### src/rtl/btb_port_arb_if.sv
// btb_port_arb_if: lookup, update and SRAM signal bundle for btb_port_arb.
// The slave modport is the arbiter side; the master modport is the
// frontend/backend/SRAM-model side.
interface btb_port_arb_if;
    logic         lkp_req_valid;
    logic [8:0]   lkp_req_index;
    logic         lkp_req_ready;
    logic         lkp_resp_valid;
    logic [8:0]   lkp_resp_index;
    logic         redirect_valid;
    logic         upd_valid;
    logic         upd_ready;
    logic [8:0]   upd_index;
    logic [128:0] upd_wmask;
    logic [128:0] upd_din;
    logic         sram_ce;
    logic         sram_we;
    logic [8:0]   sram_addr;
    logic [128:0] sram_wmask;
    logic [128:0] sram_din;

    modport master (
        output lkp_req_valid, lkp_req_index, redirect_valid,
        output upd_valid, upd_index, upd_wmask, upd_din,
        input  lkp_req_ready, lkp_resp_valid, lkp_resp_index, upd_ready,
        input  sram_ce, sram_we, sram_addr, sram_wmask, sram_din
    );

    modport slave (
        input  lkp_req_valid, lkp_req_index, redirect_valid,
        input  upd_valid, upd_index, upd_wmask, upd_din,
        output lkp_req_ready, lkp_resp_valid, lkp_resp_index, upd_ready,
        output sram_ce, sram_we, sram_addr, sram_wmask, sram_din
    );
endinterface

### src/rtl/btb_port_arb.sv
// btb_port_arb: shares one single-port BTB SRAM between frontend lookups and
// queued backend updates. Lookups normally win; an update that has been
// denied STARVE_LIMIT times in a row is forced through for one cycle.
// Optional feature macro: BTB_PORT_ARB_PERF_EN adds saturating counters
// perf_lkp_block_cnt and perf_upd_force_cnt.
module btb_port_arb #(
    parameter int UPD_DEPTH    = 2,
    parameter int STARVE_LIMIT = 4
) (
    input  logic          clock,
    input  logic          reset,
    btb_port_arb_if.slave bus
`ifdef BTB_PORT_ARB_PERF_EN
    ,
    output logic [31:0]   perf_lkp_block_cnt,
    output logic [31:0]   perf_upd_force_cnt
`endif
);
    localparam int IDX_W  = 9;
    localparam int DATA_W = 129;
    localparam int PTR_W  = (UPD_DEPTH > 1) ? $clog2(UPD_DEPTH) : 1;
    localparam int CNT_W  = $clog2(UPD_DEPTH) + 1;
    localparam int STV_W  = (STARVE_LIMIT > 1) ? $clog2(STARVE_LIMIT) : 1;
    localparam logic [STV_W-1:0] STV_MAX  = STV_W'(STARVE_LIMIT - 1);
    localparam logic [CNT_W-1:0] CNT_FULL = CNT_W'(UPD_DEPTH);

    typedef enum logic {
        ST_NORMAL    = 1'b0,
        ST_FORCE_UPD = 1'b1
    } state_t;

    state_t             r_state;
    state_t             w_state_nxt;
    logic [IDX_W-1:0]   r_q_index [UPD_DEPTH];
    logic [DATA_W-1:0]  r_q_wmask [UPD_DEPTH];
    logic [DATA_W-1:0]  r_q_din   [UPD_DEPTH];
    logic [PTR_W-1:0]   r_wr_ptr;
    logic [PTR_W-1:0]   r_rd_ptr;
    logic [CNT_W-1:0]   r_count;
    logic [STV_W-1:0]   r_starve;
    logic               r_resp_vld_p1;
    logic [IDX_W-1:0]   r_resp_index_p1;

    logic               w_empty;
    logic               w_full;
    logic               w_push;
    logic               w_lkp_ready;
    logic               w_grant;
    logic               w_wr_issue;
    logic               w_denied;

    assign w_empty  = (r_count == '0);
    assign w_full   = (r_count == CNT_FULL);
    // Updates offered during reset are acknowledged but dropped with the queue.
    assign w_push   = bus.upd_valid && !w_full && !reset;
    assign w_denied = !w_empty && !w_wr_issue;

    // FSM state register
    always_ff @(posedge clock) begin
        if (reset) r_state <= ST_NORMAL;
        else       r_state <= w_state_nxt;
    end

    // FSM next state: force one write after the head has starved long enough
    always_comb begin
        w_state_nxt = ST_NORMAL;
        case (r_state)
            ST_NORMAL:    if (w_denied && (r_starve == STV_MAX)) w_state_nxt = ST_FORCE_UPD;
            default:      w_state_nxt = ST_NORMAL;
        endcase
    end

    // FSM outputs: port arbitration and SRAM command; everything idle in reset
    always_comb begin
        w_lkp_ready = 1'b0;
        w_wr_issue  = 1'b0;
        if (!reset) begin
            case (r_state)
                ST_NORMAL: begin
                    w_lkp_ready = !bus.redirect_valid;
                    w_wr_issue  = !w_empty && !(bus.lkp_req_valid && !bus.redirect_valid);
                end
                default: begin
                    w_lkp_ready = 1'b0;
                    w_wr_issue  = !w_empty;
                end
            endcase
        end
        w_grant            = bus.lkp_req_valid && w_lkp_ready;
        bus.lkp_req_ready  = w_lkp_ready;
        bus.upd_ready      = !w_full || reset;
        bus.sram_ce        = w_grant || w_wr_issue;
        bus.sram_we        = w_wr_issue;
        bus.sram_addr      = '0;
        bus.sram_wmask     = '0;
        bus.sram_din       = '0;
        if (w_wr_issue) begin
            bus.sram_addr  = r_q_index[r_rd_ptr];
            bus.sram_wmask = r_q_wmask[r_rd_ptr];
            bus.sram_din   = r_q_din[r_rd_ptr];
        end else if (w_grant) begin
            bus.sram_addr  = bus.lkp_req_index;
        end
        bus.lkp_resp_valid = r_resp_vld_p1;
        bus.lkp_resp_index = r_resp_vld_p1 ? r_resp_index_p1 : '0;
    end

    // Starve counter: consecutive cycles the queue head waited, held at the limit
    always_ff @(posedge clock) begin
        if (reset)                       r_starve <= '0;
        else if (w_empty || w_wr_issue)  r_starve <= '0;
        else if (r_starve != STV_MAX)    r_starve <= r_starve + STV_W'(1);
    end

    // Update queue pointers and occupancy; pointers wrap naturally at UPD_DEPTH
    always_ff @(posedge clock) begin
        if (reset) begin
            r_wr_ptr <= '0;
            r_rd_ptr <= '0;
            r_count  <= '0;
        end else begin
            if (w_push)     r_wr_ptr <= r_wr_ptr + PTR_W'(1);
            if (w_wr_issue) r_rd_ptr <= r_rd_ptr + PTR_W'(1);
            case ({w_push, w_wr_issue})
                2'b10:   r_count <= r_count + CNT_W'(1);
                2'b01:   r_count <= r_count - CNT_W'(1);
                default: r_count <= r_count;
            endcase
        end
    end

    // Update queue payload storage
    always_ff @(posedge clock) begin
        if (w_push) begin
            r_q_index[r_wr_ptr] <= bus.upd_index;
            r_q_wmask[r_wr_ptr] <= bus.upd_wmask;
            r_q_din[r_wr_ptr]   <= bus.upd_din;
        end
    end

    // ---- stage p0 -> p1: SRAM read returns one cycle after the grant ----
    // Read-response valid
    always_ff @(posedge clock) begin
        if (reset) r_resp_vld_p1 <= 1'b0;
        else       r_resp_vld_p1 <= w_grant;
    end

    // Read-response index
    always_ff @(posedge clock) begin
        r_resp_index_p1 <= bus.lkp_req_index;
    end

`ifdef BTB_PORT_ARB_PERF_EN
    logic [31:0] r_perf_blk;
    logic [31:0] r_perf_frc;

    // Saturating counts of blocked lookups and forced-update entries
    always_ff @(posedge clock) begin
        if (reset) begin
            r_perf_blk <= '0;
            r_perf_frc <= '0;
        end else begin
            if (bus.lkp_req_valid && !w_lkp_ready && (r_perf_blk != '1))
                r_perf_blk <= r_perf_blk + 32'd1;
            if ((r_state == ST_NORMAL) && (w_state_nxt == ST_FORCE_UPD) && (r_perf_frc != '1))
                r_perf_frc <= r_perf_frc + 32'd1;
        end
    end

    assign perf_lkp_block_cnt = r_perf_blk;
    assign perf_upd_force_cnt = r_perf_frc;
`endif
endmodule

### src/flat_wrapper.sv
// flat-port wrapper written by rule: the top's interface ports become plain ports
module btb_port_arb_flat 
#(
    parameter int UPD_DEPTH    = 2,
    parameter int STARVE_LIMIT = 4
)
  (clock, reset, bus_lkp_req_valid, bus_lkp_req_index, bus_redirect_valid, bus_upd_valid, bus_upd_index, bus_upd_wmask, bus_upd_din, bus_lkp_req_ready, bus_lkp_resp_valid, bus_lkp_resp_index, bus_upd_ready, bus_sram_ce, bus_sram_we, bus_sram_addr, bus_sram_wmask, bus_sram_din);
  btb_port_arb_if bus_i ();
  input  logic clock;
  input  logic reset;
  input wire logic [$bits(bus_i.lkp_req_valid)-1:0] bus_lkp_req_valid;
  input wire logic [$bits(bus_i.lkp_req_index)-1:0] bus_lkp_req_index;
  input wire logic [$bits(bus_i.redirect_valid)-1:0] bus_redirect_valid;
  input wire logic [$bits(bus_i.upd_valid)-1:0] bus_upd_valid;
  input wire logic [$bits(bus_i.upd_index)-1:0] bus_upd_index;
  input wire logic [$bits(bus_i.upd_wmask)-1:0] bus_upd_wmask;
  input wire logic [$bits(bus_i.upd_din)-1:0] bus_upd_din;
  output wire logic [$bits(bus_i.lkp_req_ready)-1:0] bus_lkp_req_ready;
  output wire logic [$bits(bus_i.lkp_resp_valid)-1:0] bus_lkp_resp_valid;
  output wire logic [$bits(bus_i.lkp_resp_index)-1:0] bus_lkp_resp_index;
  output wire logic [$bits(bus_i.upd_ready)-1:0] bus_upd_ready;
  output wire logic [$bits(bus_i.sram_ce)-1:0] bus_sram_ce;
  output wire logic [$bits(bus_i.sram_we)-1:0] bus_sram_we;
  output wire logic [$bits(bus_i.sram_addr)-1:0] bus_sram_addr;
  output wire logic [$bits(bus_i.sram_wmask)-1:0] bus_sram_wmask;
  output wire logic [$bits(bus_i.sram_din)-1:0] bus_sram_din;
  assign bus_i.lkp_req_valid = bus_lkp_req_valid;
  assign bus_i.lkp_req_index = bus_lkp_req_index;
  assign bus_i.redirect_valid = bus_redirect_valid;
  assign bus_i.upd_valid = bus_upd_valid;
  assign bus_i.upd_index = bus_upd_index;
  assign bus_i.upd_wmask = bus_upd_wmask;
  assign bus_i.upd_din = bus_upd_din;
  assign bus_lkp_req_ready = bus_i.lkp_req_ready;
  assign bus_lkp_resp_valid = bus_i.lkp_resp_valid;
  assign bus_lkp_resp_index = bus_i.lkp_resp_index;
  assign bus_upd_ready = bus_i.upd_ready;
  assign bus_sram_ce = bus_i.sram_ce;
  assign bus_sram_we = bus_i.sram_we;
  assign bus_sram_addr = bus_i.sram_addr;
  assign bus_sram_wmask = bus_i.sram_wmask;
  assign bus_sram_din = bus_i.sram_din;
  btb_port_arb #(.UPD_DEPTH(UPD_DEPTH), .STARVE_LIMIT(STARVE_LIMIT)) u_core (.clock(clock), .reset(reset), .bus(bus_i));
endmodule
### config.mk
export PLATFORM = sky130hd
export DESIGN_NAME = btb_port_arb_flat
export DESIGN_NICKNAME = d
export VERILOG_FILES = /design/src/rtl/btb_port_arb_if.sv /design/src/rtl/btb_port_arb.sv /design/src/flat_wrapper.sv
export SDC_FILE = /design/constraint.sdc
export NUM_CORES = 1
export LEC_CHECK = 0
export CAP_MARGIN = 10
export CORE_AREA = 2 2 216 218
export DETAILED_ROUTE_END_ITERATION = 8
export DIE_AREA = 0 0 218 220
export GPL_TIMING_DRIVEN = 0
export MAX_ROUTING_LAYER = met4
export PLACE_DENSITY = 0.76
export SLEW_MARGIN = 20
export SYNTH_ARGS = -nofsm -noshare
export SYNTH_HDL_FRONTEND = slang
export SYNTH_SLANG_ARGS = --single-unit
### constraint.sdc
create_clock -name clock -period 35.7 [get_ports clock]
set_input_delay 7.14 -clock clock [delete_from_list [all_inputs] [get_ports clock]]
set_output_delay 7.14 -clock clock [all_outputs]
set_load 0.03 [all_outputs]
==> metrics.md <==
| Metric | Value |
|---|---|
| Run status | `completed` |
| Leading register cell type out of synthesis | `edfxtp_1` |
| Power Density | `57.0 nW/um2` |
| Pre-CTS setup slack | `18890 ps` |
| Grt ovf | `0` |
| Post-synthesis sequential area ratio | `78.6%` |
| Nets | `2114` |
| Sw Ratio | `26.7%` |
| WP data required | `28560 ps` |
| Cell Int Power | `1.23 mW` |
| IO buf count | `560` |
| Final Hold Fails | `0` |
| Crit start category | `primary input` |
| Die H | `220 um` |
| Root Driver | `clkbuf_16` |
| Global-route wire length before repair | `76.3 mm` |
| Mux cell area share after synthesis | `13.0%` |
| Area delta synth->final | `40.6%` |
| Crit Path Class | `in -> out` |
| Xor and xnor area share after synthesis | `0.126%` |
| Cell area after synthesis | `20900 um2` |
| Simple-gate share of the synthesized area | `5.63%` |
| Wirelength, routed | `53.1 mm` |
| Syn Nets | `1483` |
| DR WL/cell | `21.3 um` |
| Async SR Flop Fraction | `0%` |
| Reg-to-Reg Start | `u_core.r_count[0]` |
| Initial DRC count | `834` |
| Worst VDD drop | `0.0502 mV` |
| CP top delay family | `buffers and inverters` |
| CP max stage cell | `clkdlybuf4s50_1` |
| Clock slew at reported path FFs | `60 ps` |
| Worst Path Buf+Inv | `5` |
| Placed wire-length estimate | `37.9 mm` |
| Via/cell ratio | `4.95` |
| FF-to-FF path depth | `7` |
| Fmax achieved | `59.5 MHz` |
| Hold Startpoint | `u_core.r_rd_ptr` |
| Filler Cell Count | `3265` |
| Syn Inst Count | `1200` |
| CTS Hold Buffers Added | `0` |
| Die ar. | `48000 um2` |
| Min-Delay Path Depth | `1` |
| Multi-input logic area | `4020 um2` |
| Rows | `79` |
| Clk pwr share | `33.3%` |
| Worst slew pin tran | `762 ps` |
| Hold Path Sink | `u_core.r_rd_ptr` |
| Clock sink count | `552` |
| Number of gates resized after cts | `0` |
| Largest net degree at the start of global routing | `90` |
| Yosys top cell by area | `edfxtp_1` |
| All-Layer GR Usage | `22.0%` |
| Share of cells above drive strength 1 | `8.50%` |
| Setup ws final | `18910 ps` |
| Final period utilization | `47.0%` |
| Top-count cell post-synth | `edfxtp_1` |
| Placer Congestion | `0.830` |
| Pins Over Slew Limit | `0` |
| H-tree levels | `2` |
| Initial core utilization | `45.5%` |
| Mean post-synth cell area | `17.4 um2` |
| Area share of the largest cell type after synthesis | `76.9%` |
| Yosys warnings | `0` |
| Number of global-route vias before repair | `12993` |
| Reg power frac | `44.9%` |
| Post-synth EDFFs | `534` |
| Crit-path cells | `clkdlybuf4s50_1 -> nor2_1 -> a211o_1 -> buf_4 -> buf_6 -> buf_6 -> nor2_1 -> clkdlybuf4s50_1` |
| DRT Pass-1 Iters | `4` |
| Die Width | `218 um` |
| Slowest stage delay, CP | `750 ps` |
| Final Critical Period | `16790 ps` |
| Synth Area in Adders | `0.120%` |
| Flops & latches, synth | `552` |
| I/O Pins | `562` |
| Num CTS Buffers | `55` |
| Compound-cell area share of the yosys netlist | `0.414%` |
| Detail Route Antenna Nets | `0` |
| Synth cell count leaders | `edfxtp_1, mux2i_1, nor2_1` |
| Worst min path class | `reg -> reg` |
| Max-cap violations | `0` |
| Via count | `12321` |
| Pwr Total | `1.67 mW` |
| TritonCTS clock tree | `built` |
| Setup TNS | `0 ps` |
| Synth top area cells | `edfxtp_1, mux2i_1, nor2_1` |
| Initial antenna violation count | `10` |
| Worst-path maximum fanout | `10` |
| P_sw | `447 uW` |
| Leakage Power | `9.71 nW` |
| Drt drc | `0` |
| Main combinational cell family by area after synthesis | `multiplexers` |
| Logic pwr share | `21.7%` |
| Worst R2R Setup Slack | `32990 ps` |
| Core area | `45900 um2` |
| Clock Skew | `15.5 ps` |
| Storage cell area | `16400 um2` |
| Slew HR | `49.1%` |
| Cell variety after synth | `26` |
| Clock Latency Late Sink | `590 ps` |
| Setup violators final | `0` |
| Unrepaired setup endpoints after global routing | `no` |
| CP Capture Type | `output pin` |
| Post-CTS Setup Inserts | `0` |
| RR Endpoint | `u_core.r_q_wmask[1][109]` |
| Worst-case clock buffer depth | `3` |
| WP data arrival | `9650 ps` |
==> layer usage <==
metal  share of wire, %  GRT usage [%]
met5                  0              -
met4                2.9           7.30
met3                9.0           7.62
met2                 51           37.3
met1                 37           24.3
==> final cells by class <==
type / instances / share of cell area (%)
multi-input cells: 583 / 13.7
inverters: 3 / 0.0640
clock inverters: 31 / 0.921
well taps: 607 / 2.59
diodes: 10 / 0.0853
clock buffers: 66 / 4.98
repair buffers: 574 / 20.2
plain buffers: 62 / 1.50
flip-flops and latches: 552 / 55.9
==> power groups by stage <==
stage	clock, mW	combinational (mW)	sequential (mW)
floorplan	0	0.217	0.773
global placement	0	0.356	0.778
detailed placement	0	0.365	0.765
CTS	0.569	0.367	0.752
global route	0.595	0.385	0.754
finish	0.558	0.363	0.752
==> worst max path at each step <==
stage / startpoint / end / slack (ps) / cells past startpoint
floorplan: reset / u_core.r_q_din[1][0] / 15960 / 4
global placement: bus_upd_valid / u_core.r_q_wmask[1][107] / 9570 / 4
detailed placement: bus_redirect_valid / bus_sram_wmask[85] / 18890 / 8
CTS: bus_redirect_valid / bus_sram_wmask[85] / 18870 / 8
global route: bus_redirect_valid / bus_sram_wmask[85] / 18850 / 8
finish: bus_redirect_valid / bus_sram_wmask[79] / 18910 / 8
==> layout by cell type (no fill, tap or decap), types with 5 or more instances in the layout <==
master and n:
clkinv_1 10, nand2_1 9, clkdlybuf4s50_1 560, buf_12 7, clkbuf_16 57, nor2_2 9, clkinv_2 15, edfxtp_1 534
buf_6 22, mux2i_1 270, and2_1 9, o21ai_0 12, nor2_1 254, dfxtp_1 18, clkbuf_1 17, diode_2 10
buf_2 31, buf_16 7, bufinv_16 5
==> worst register-to-register path, delay by kind of cell, from the launching register on <==
kind	cells	cell delay, ps
buf+inv	4	940
simple gates	3	1060
flops	1	420
==> registers in the layout (all words and copies together) (netlist names), named ones only <==
register	cells
u_core.bus.lkp_resp_valid	1
u_core.r_count	2
u_core.r_q_din	258
u_core.r_q_index	18
u_core.r_q_wmask	258
u_core.r_rd_ptr	1
u_core.r_resp_index_p1	9
u_core.r_starve	2
u_core.r_state	1
u_core.r_wr_ptr	1
==> cell families (layout without fill, tap and decap cells) <==
group | after synthesis | in the layout
AND/OR/NAND/NOR | 292 | 292
AO/OA/AOI/OAI | 16 | 16
other | 0 | 10
multiplexers | 270 | 270
XOR/XNOR | 3 | 3
flip-flops | 552 | 552
adder cells (fa/ha/maj) | 2 | 2
buffers and inverters | 65 | 736
==> stage by stage <==
step	hold WS [ps]	util [%]	instance area, um2	cells
after floorplan	434	-	20900	1200
after global placement	448	59.4	27200	2367
after detailed placement	459	60.1	27600	2381
after CTS	479	63.9	29300	2478
after global routing	501	64.0	29300	2488
final	476	64.0	29300	2488
Power figures use the tool's default switching activity.
